--- config.mk ---
export PLATFORM = sky130hd
export DESIGN_NAME = adc_spi_reader_flat
export DESIGN_NICKNAME = d
export VERILOG_FILES = /design/src/rtl/adc_spi_reader_if.sv /design/src/rtl/adc_spi_reader.sv /design/src/flat_wrapper.sv
export SDC_FILE = /design/constraint.sdc
export NUM_CORES = 1
export LEC_CHECK = 0
export CAP_MARGIN = 20
export CORE_MARGIN = 3
export CORE_UTILIZATION = 59
export DETAILED_ROUTE_END_ITERATION = 6
export HOLD_SLACK_MARGIN = 0.12
export PLACE_DENSITY = 0.86
export SYNTH_ARGS = -nofsm -noshare
export SYNTH_HDL_FRONTEND = slang
export SYNTH_SLANG_ARGS = --single-unit
--- constraint.sdc ---
create_clock -name clk -period 4.2 [get_ports clk]
set_clock_uncertainty 0.2 [all_clocks]
set_input_delay 0.84 -clock clk [delete_from_list [all_inputs] [get_ports clk]]
set_output_delay 0.84 -clock clk [all_outputs]
set_load 0.005 [all_outputs]
--- src/rtl/adc_spi_reader_if.sv ---
`default_nettype none
// ============================================================================
//  Module      : adc_spi_reader_if
//  Description : Bus between the ADC SPI reader and its surroundings: control
//                input, serial ADC pins and the parallel result with strobes.
//  Revision    : 1.0 - initial release
// ============================================================================
interface adc_spi_reader_if #(
    parameter int DATA_BITS = 16
);
    logic                 enable;
    logic                 adc_sdo;
    logic                 adc_cs_n;
    logic                 adc_sclk;
    logic [DATA_BITS-1:0] adc_data_out;
    logic                 data_valid;
    logic                 overrun;

    // Reader side: drives the SPI pins and the result bus.
    modport master (
        input  enable,
        input  adc_sdo,
        output adc_cs_n,
        output adc_sclk,
        output adc_data_out,
        output data_valid,
        output overrun
    );

    // Environment side: ADC pins plus the downstream consumer.
    modport slave (
        output enable,
        output adc_sdo,
        input  adc_cs_n,
        input  adc_sclk,
        input  adc_data_out,
        input  data_valid,
        input  overrun
    );
endinterface
`default_nettype wire

--- src/rtl/adc_spi_reader.sv ---
`default_nettype none
// ============================================================================
//  Module      : adc_spi_reader
//  Description : Periodic SPI master for a serial ADC. A free-running sample
//                timer starts one conversion per period; the result is held
//                on a parallel bus with a one-cycle valid strobe.
//  Revision    : 1.0 - initial release
// ============================================================================
module adc_spi_reader #(
    parameter int CLK_DIV       = 2,
    parameter int DATA_BITS     = 16,
    parameter int SAMPLE_PERIOD = 100
) (
    input  wire logic             clk,
    input  wire logic             reset,
    adc_spi_reader_if.master      bus
);

    localparam int TIMER_W = (SAMPLE_PERIOD > 1) ? $clog2(SAMPLE_PERIOD) : 1;
    localparam int DIV_W   = (CLK_DIV > 1)       ? $clog2(CLK_DIV)       : 1;
    localparam int BIT_W   = (DATA_BITS > 1)     ? $clog2(DATA_BITS)     : 1;

    localparam logic [TIMER_W-1:0] C_TIMER_LAST = TIMER_W'(SAMPLE_PERIOD - 1);
    localparam logic [DIV_W-1:0]   C_DIV_LAST   = DIV_W'(CLK_DIV - 1);
    localparam logic [BIT_W-1:0]   C_BIT_LAST   = BIT_W'(DATA_BITS - 1);

    typedef enum logic [1:0] {
        S_IDLE  = 2'd0,
        S_SETUP = 2'd1,
        S_SHIFT = 2'd2,
        S_DONE  = 2'd3
    } state_t;

    state_t               state_q, state_d;
    logic [TIMER_W-1:0]   timer_q;
    logic [DIV_W-1:0]     div_q, div_d;
    logic [BIT_W-1:0]     bit_q, bit_d;
    logic [DATA_BITS-1:0] shift_q, shift_d;
    logic [DATA_BITS-1:0] data_q, data_d;
    logic                 cs_n_q, cs_n_d;
    logic                 sclk_q, sclk_d;
    logic                 valid_q, valid_d;
    logic                 overrun_q, overrun_d;

    logic                 start_tick;
    logic                 phase_end;

    assign start_tick = bus.enable && (timer_q == C_TIMER_LAST);
    assign phase_end  = (div_q == C_DIV_LAST);

    // Sample timer: wraps every SAMPLE_PERIOD cycles, parked at 0 while disabled.
    always_ff @(posedge clk) begin
        if (reset || !bus.enable || timer_q == C_TIMER_LAST) begin
            timer_q <= '0;
        end else begin
            timer_q <= timer_q + TIMER_W'(1);
        end
    end

    // State, datapath and registered outputs.
    always_ff @(posedge clk) begin
        if (reset) begin
            state_q   <= S_IDLE;
            div_q     <= '0;
            bit_q     <= '0;
            shift_q   <= '0;
            data_q    <= '0;
            cs_n_q    <= 1'b1;
            sclk_q    <= 1'b0;
            valid_q   <= 1'b0;
            overrun_q <= 1'b0;
        end else begin
            state_q   <= state_d;
            div_q     <= div_d;
            bit_q     <= bit_d;
            shift_q   <= shift_d;
            data_q    <= data_d;
            cs_n_q    <= cs_n_d;
            sclk_q    <= sclk_d;
            valid_q   <= valid_d;
            overrun_q <= overrun_d;
        end
    end

    // Next-state logic: frame sequencing, SCLK phases and MSB-first capture.
    // Sampling happens on the edge that raises SCLK, i.e. half a period after
    // the ADC moved SDO on the preceding falling edge.
    always_comb begin
        state_d   = state_q;
        div_d     = div_q;
        bit_d     = bit_q;
        shift_d   = shift_q;
        data_d    = data_q;
        cs_n_d    = cs_n_q;
        sclk_d    = sclk_q;
        valid_d   = 1'b0;
        // Any tick outside IDLE (DONE included) is dropped and flagged.
        overrun_d = start_tick && (state_q != S_IDLE);

        case (state_q)
            S_IDLE: begin
                cs_n_d = 1'b1;
                sclk_d = 1'b0;
                if (start_tick) begin
                    state_d = S_SETUP;
                    cs_n_d  = 1'b0;
                    div_d   = '0;
                    bit_d   = '0;
                    shift_d = '0;
                end
            end

            S_SETUP: begin
                if (phase_end) begin
                    state_d = S_SHIFT;
                    div_d   = '0;
                    sclk_d  = 1'b1;
                    shift_d = {shift_q[DATA_BITS-2:0], bus.adc_sdo};
                end else begin
                    div_d = div_q + DIV_W'(1);
                end
            end

            S_SHIFT: begin
                if (!phase_end) begin
                    div_d = div_q + DIV_W'(1);
                end else begin
                    div_d = '0;
                    if (sclk_q) begin
                        sclk_d = 1'b0;
                    end else if (bit_q == C_BIT_LAST) begin
                        // Low phase of the last bit: all bits already captured.
                        state_d = S_DONE;
                        cs_n_d  = 1'b1;
                        data_d  = shift_q;
                        valid_d = 1'b1;
                    end else begin
                        bit_d   = bit_q + BIT_W'(1);
                        sclk_d  = 1'b1;
                        shift_d = {shift_q[DATA_BITS-2:0], bus.adc_sdo};
                    end
                end
            end

            S_DONE: begin
                state_d = S_IDLE;
            end

            default: begin
                state_d = S_IDLE;
                cs_n_d  = 1'b1;
                sclk_d  = 1'b0;
            end
        endcase
    end

    assign bus.adc_cs_n     = cs_n_q;
    assign bus.adc_sclk     = sclk_q;
    assign bus.adc_data_out = data_q;
    assign bus.data_valid   = valid_q;
    assign bus.overrun      = overrun_q;

endmodule
`default_nettype wire

--- src/flat_wrapper.sv ---
// flat-port wrapper written by rule: the top's interface ports become plain ports
module adc_spi_reader_flat 
#(
    parameter int CLK_DIV       = 2,
    parameter int DATA_BITS     = 16,
    parameter int SAMPLE_PERIOD = 100
)
  (clk, reset, bus_enable, bus_adc_sdo, bus_adc_cs_n, bus_adc_sclk, bus_adc_data_out, bus_data_valid, bus_overrun);
  adc_spi_reader_if #(.DATA_BITS(DATA_BITS)) bus_i ();
  input  wire logic clk;
  input  wire logic reset;
  input wire logic [$bits(bus_i.enable)-1:0] bus_enable;
  input wire logic [$bits(bus_i.adc_sdo)-1:0] bus_adc_sdo;
  output wire logic [$bits(bus_i.adc_cs_n)-1:0] bus_adc_cs_n;
  output wire logic [$bits(bus_i.adc_sclk)-1:0] bus_adc_sclk;
  output wire logic [$bits(bus_i.adc_data_out)-1:0] bus_adc_data_out;
  output wire logic [$bits(bus_i.data_valid)-1:0] bus_data_valid;
  output wire logic [$bits(bus_i.overrun)-1:0] bus_overrun;
  assign bus_i.enable = bus_enable;
  assign bus_i.adc_sdo = bus_adc_sdo;
  assign bus_adc_cs_n = bus_i.adc_cs_n;
  assign bus_adc_sclk = bus_i.adc_sclk;
  assign bus_adc_data_out = bus_i.adc_data_out;
  assign bus_data_valid = bus_i.data_valid;
  assign bus_overrun = bus_i.overrun;
  adc_spi_reader #(.CLK_DIV(CLK_DIV), .DATA_BITS(DATA_BITS), .SAMPLE_PERIOD(SAMPLE_PERIOD)) u_core (.clk(clk), .reset(reset), .bus(bus_i));
endmodule
======== After elaboration in Yosys (flattened, before gate mapping) ========
Cells that the tools add are included.
storage, ports and cells
  register bits after elaboration ......... 50
  logic and storage cells ................. 77
  output and inout port bits .............. 20
cells by class
  eq/ne operators ......................... 11
  $add $sub $neg .......................... 3
  reduce and logical (&&, ||, !) cells .... 19
  muxes and demuxes ....................... 31
  bitwise logic cells ..................... 3
operators with widths
  cell                                                   count
  2-to-1 mux 16 bit                                      5
  one-hot mux 16 bit (3 select lines)                    1
  2-to-1 mux 4 bit                                       4
  2-to-1 mux 1 bit                                       11
  2-to-1 mux 2 bit                                       5
  AND reduction 5 bit                                    2
  inequality test 2 x 1 -> 1 bit, second input constant  4
  one-hot mux 2 bit (4 select lines)                     1
  one-hot mux 4 bit (2 select lines)                     1
  AND reduction 4 bit                                    2
  adder 7 x 1 -> 7 bit, second input constant            1
  == test 7 bit, second input constant                   1
  AND reduction 6 bit                                    1
  nonzero test 2 bit                                     3
  adder 4 x 1 -> 4 bit, second input constant            1
  == test 2 bit, second input constant                   2
  == test 4 bit, second input constant                   1
  inequality test 2 bit, second input constant           2
  one-hot mux 1 bit (2 select lines)                     2
  OR reduction 4 bit                                     1
  inverter 1 bit                                         3
  one-hot mux 1 bit (3 select lines)                     1
  AND reduction 3 bit                                    1
  nonzero test 3 bit                                     1
  8 further kinds                                        10

======== Logic depth before layout (Yosys ltp) ========
  depth after elaboration ................. 5
  gate-level depth with buffers ........... 8
  mapped depth without buffers ............ 6

======== Worst setup path after synthesis ========
Ideal clock, no wire load.
  path type ............................... input -> register
  start point ............................. input bus_enable
  end point ............................... register u_core.shift_q[0]
  setup time .............................. 87 ps
  cell stages on the path ................. 6
  arrival ................................. 1971 ps
  slack ................................... 1942 ps
  buffers on the path ..................... 2
  required time ........................... 3913 ps
  cell sequence ........................... and3_1 -> a21boi_2 -> or3_1 -> buf_6 -> buf_8 -> o31ai_1
between the ends
  cells in the longest elaborated chain, start to end .. 3
RTL lines
  item                                      RTL line              RTL
  start: declaration                        flat_wrapper.sv:12    input wire logic [$bits(bus_i.enable)-1:0] bus_enable;
  logical AND 1 bit                         adc_spi_reader.sv:48  assign start_tick = bus.enable && (timer_q == C_TIMER_LAST);
  inequality test 2 x 1 -> 1 bit (no line)  n/a
  AND reduction 6 bit (no line)             n/a
  end signal: assignment                    adc_spi_reader.sv:76  shift_q <= shift_d;
  end: declaration                          adc_spi_reader.sv:38  logic [DATA_BITS-1:0] shift_q, shift_d;
No other way between the ends.
A chain may end at the register's enable or synchronous reset.

======== Final worst setup path ========
  start point ............................. input bus_enable
  end point ............................... register u_core.shift_q[15]
The elaborated chain is that of the path after synthesis.

==> flow_metrics.py <==
metrics = {
    "cts": {
        "clockBufferDepth": 2,
        "hold_buffers": 0,
        "clock-sinks": 50,
        "postCtsResizedCells": 0,
        "cts_root_buf": "clkbuf_8",
        "cts_setup_buffers": 0,
        "insertion_delay_ns": 0.29,
        "htree_levels": 2,
        "cts.clk_slew.worst_paths_ns": 0.08,
        "cts_buffers": 5,
        "cts_tree": "yes",
    },
    "logic_synthesis": {
        "ys_seq_area_share_pct": 45.5,
        "synth.avg_cell_area_um2": 9.29,
        "yosys_warnings": 0,
        "synth.cell_area_mm2": 0.00220,
        "synthFlopType": "dfxtp_1",
        "syn_inst": 237,
        "yosysUniqueCellTypes": 36,
        "synth_top_area_cell": "dfxtp_1",
        "ys_ff_latch": 50,
        "synth_edf_count": 0,
        "netlist.area_leader.share_pct": 45.5,
        "synth.top_cells.by_area": "dfxtp_1 (45%), mux2i_1 (7.3%), o311ai_0 (6.4%), o31ai_1 (5.5%), nor2_1 (4.6%)",
        "synth.net_count": 248,
        "postSynth.asyncResetShare_pct": 0,
    },
    "floorplan": {
        "core_area_mm2": 0.00347,
        "start_util_pct": 63.5,
        "chipWidth_um": 67.1,
        "io_pins": 24,
        "placement_rows": 21,
        "die_y_um": 67.1,
        "die_area_mm2": 0.00450,
    },
    "detailed_routing": {
        "drt-total-wl_mm": 4.08,
        "antenna_left": 0,
        "vias_per_cell": 5.92,
        "wl_per_cell_um": 13.6,
        "dr.first_iter.drc_count": 139,
        "drt-pass1-iter-count": 4,
        "drc": 0,
        "num_vias": 1775,
    },
    "final_layout": {
        "final_area_mm2": 0.00251,
        "areaGrowthSynthToFinish_pct": 14.0,
        "final_common_cell": "dfxtp_1",
        "diodes": 0,
        "drive_gt1_share_pct": 5.51,
        "fillCellCount": 251,
        "fin_nets": 265,
        "stdcell_count": 300,
        "most-common-layout-cells": "dfxtp_1 (50), nor2_1 (27), clkdlybuf4s50_1 (23), nand2_1 (21)",
    },
    "sta": {
        "setup_ws_ns": 1.45,
        "worst_slew_pin_slew_ns": 0.899,
        "slew_violations": 0,
        "hold_ws_ns": 0.247,
        "fin_tns_setup_ns": 0,
        "setup_viol": 0,
        "period_needed_ns": 2.75,
        "timing.final.crit_share_pct": 65.5,
        "relSlewSlack_pct": 40.1,
        "hold_viol": 0,
        "rsz0062_at_grt": "no",
        "fmax_mhz": 364,
    },
    "place": {
        "place_congestion": 0.798,
        "dp.cells": 293,
        "io_buffer_count": 23,
        "hpwl_mm": 2.67,
        "dp_slack_ns": 1.15,
        "place_area_mm2": 0.00243,
    },
    "critical_path": {
        "critical_path.endpoint": "u_core.shift_q[15]$_SDFFE_PP0P_",
        "crit_path_top_delay_cell": "or3_1",
        "rrSetupSlack_ns": 1.65,
        "worstPathArrival_ns": 2.75,
        "rr_startpoint": "u_core.state_q[0]$_SDFFE_PP0P_",
        "worstPathMaxFanout": 19,
        "crit_type": "in -> reg",
        "worstPathCellList": "clkdlybuf4s50_1 > and3_1 > a21boi_2 > buf_4 > or3_1 > o31ai_1",
        "r2r_end": "u_core.shift_q[15]$_SDFFE_PP0P_",
        "worst_r2r_path_depth": 7,
        "start_kind": "input port",
        "setup.worst_path.start": "bus_enable",
        "required_ns": 4.20,
        "crit_path_max_incr_delay_ns": 0.61,
        "critPathCaptureType": "flop",
    },
    "outcome": {
        "status": "finished, final reports clean",
    },
    "worst_hold_path": {
        "hold_class": "reg -> reg",
    },
    "grt": {
        "grt_max_degree": 36,
        "grt_pass1_wl_mm": 7.11,
        "overflow": 0,
        "grt_pass1_vias": 1587,
        "antenna_found_initial": 0,
        "track_usage_pct": 20.6,
    },
    "pwr": {
        "ir_drop_uv": 334,
        "power_density_mw_per_mm2": 384,
        "p_leak_nw": 0.948,
    },
    "job": {
        "cap_violations": 0,
    },
}
-- critical path: cells and delay by family --
| family | cells | cell delay (ns) |
|---|---|---|
| compound gates | 2 | 0.40 |
| buf+inv | 2 | 0.67 |
| simple gates | 2 | 0.85 |
-- how the worst min path moves through the flow --
| stage | start | end | slack, ns | depth (start not counted) |
|---|---|---|---|---|
| after floorplan | u_core.timer_q[0]$_SDFF_PP0_ | u_core.timer_q[0]$_SDFF_PP0_ | 0.21 | 1 |
| after global placement | u_core.timer_q[0]$_SDFF_PP0_ | u_core.timer_q[0]$_SDFF_PP0_ | 0.22 | 1 |
| after detailed placement | u_core.timer_q[0]$_SDFF_PP0_ | u_core.timer_q[0]$_SDFF_PP0_ | 0.24 | 1 |
| after CTS | u_core.timer_q[0]$_SDFF_PP0_ | u_core.timer_q[0]$_SDFF_PP0_ | 0.25 | 1 |
| after global routing | u_core.timer_q[0]$_SDFF_PP0_ | u_core.timer_q[0]$_SDFF_PP0_ | 0.28 | 1 |
| final | u_core.timer_q[0]$_SDFF_PP0_ | u_core.timer_q[0]$_SDFF_PP0_ | 0.25 | 1 |
-- cells by family after synthesis --
family	count (synthesis)	synth area share, %
compound gates	58	19.0
xor+xnor	5	1.99
fa+ha+maj	7	3.98
buf+inv	24	5.06
flops	50	45.5
mux	16	7.28
simple gates	77	17.2
-- cells in the mapped netlist, types with 2 or more instances --
master,n
o31ai_1,16
inv_1,7
and3_1,3
nand2b_1,2
or3_1,3
nor2_1,27
dfxtp_1,50
o311ai_0,16
xor2_1,2
nor2b_1,3
or4_1,3
mux2i_1,16
nand3_1,6
xnor2_1,3
nor3_1,2
nand4_1,2
clkbuf_1,13
ha_1,7
a21oi_1,9
a31oi_1,4
nand2_1,21
o21ai_0,7
buf_2,2
-- layout make-up --
class                   instances  area (um^2)  area share [%]
clock buffers                   7         76.3            3.04
flip-flops and latches         50         1000            39.9
repair buffers                 27          260            10.4
well taps                      46         57.6            2.29
multi-input cells             163         1090            43.4
inverters                       7         26.3            1.05
-- through the flow --
stage          utilization (%)  power (mW)
2_1_floorplan                -       0.687
3_3_place_gp              70.2       0.712
3_5_place_dp              70.2       0.713
4_1_cts                   72.4       0.968
5_1_grt                   72.4        1.02
6_report                  72.4       0.964
-- flip-flops by register name (all words and copies together), names as in the netlist --
signal                   flops
u_core.bus.adc_data_out     16
u_core.shift_q              16
u_core.timer_q               7
u_core.bit_q                 4
u_core.state_q               2
u_core.bus.adc_cs_n          1
u_core.bus.adc_sclk          1
u_core.bus.data_valid        1
u_core.bus.overrun           1
u_core.div_q                 1
-- report_power, final --
| part | internal (mW) | switching, mW |
|---|---|---|
| Sequential | 0.481 | 0.00763 |
| Clock | 0.115 | 0.143 |
| Combinational | 0.0646 | 0.153 |
-- per-layer routing --
layer,vias to the layer above,GRT usage (%),share of wire [%]
li1,897,-,-
met5,-,0,0
met2,43,31.7,46
met1,828,27.2,48
met3,7,5.56,4.0
met4,0,7.85,1.4
Power figures use the tool's default switching activity.
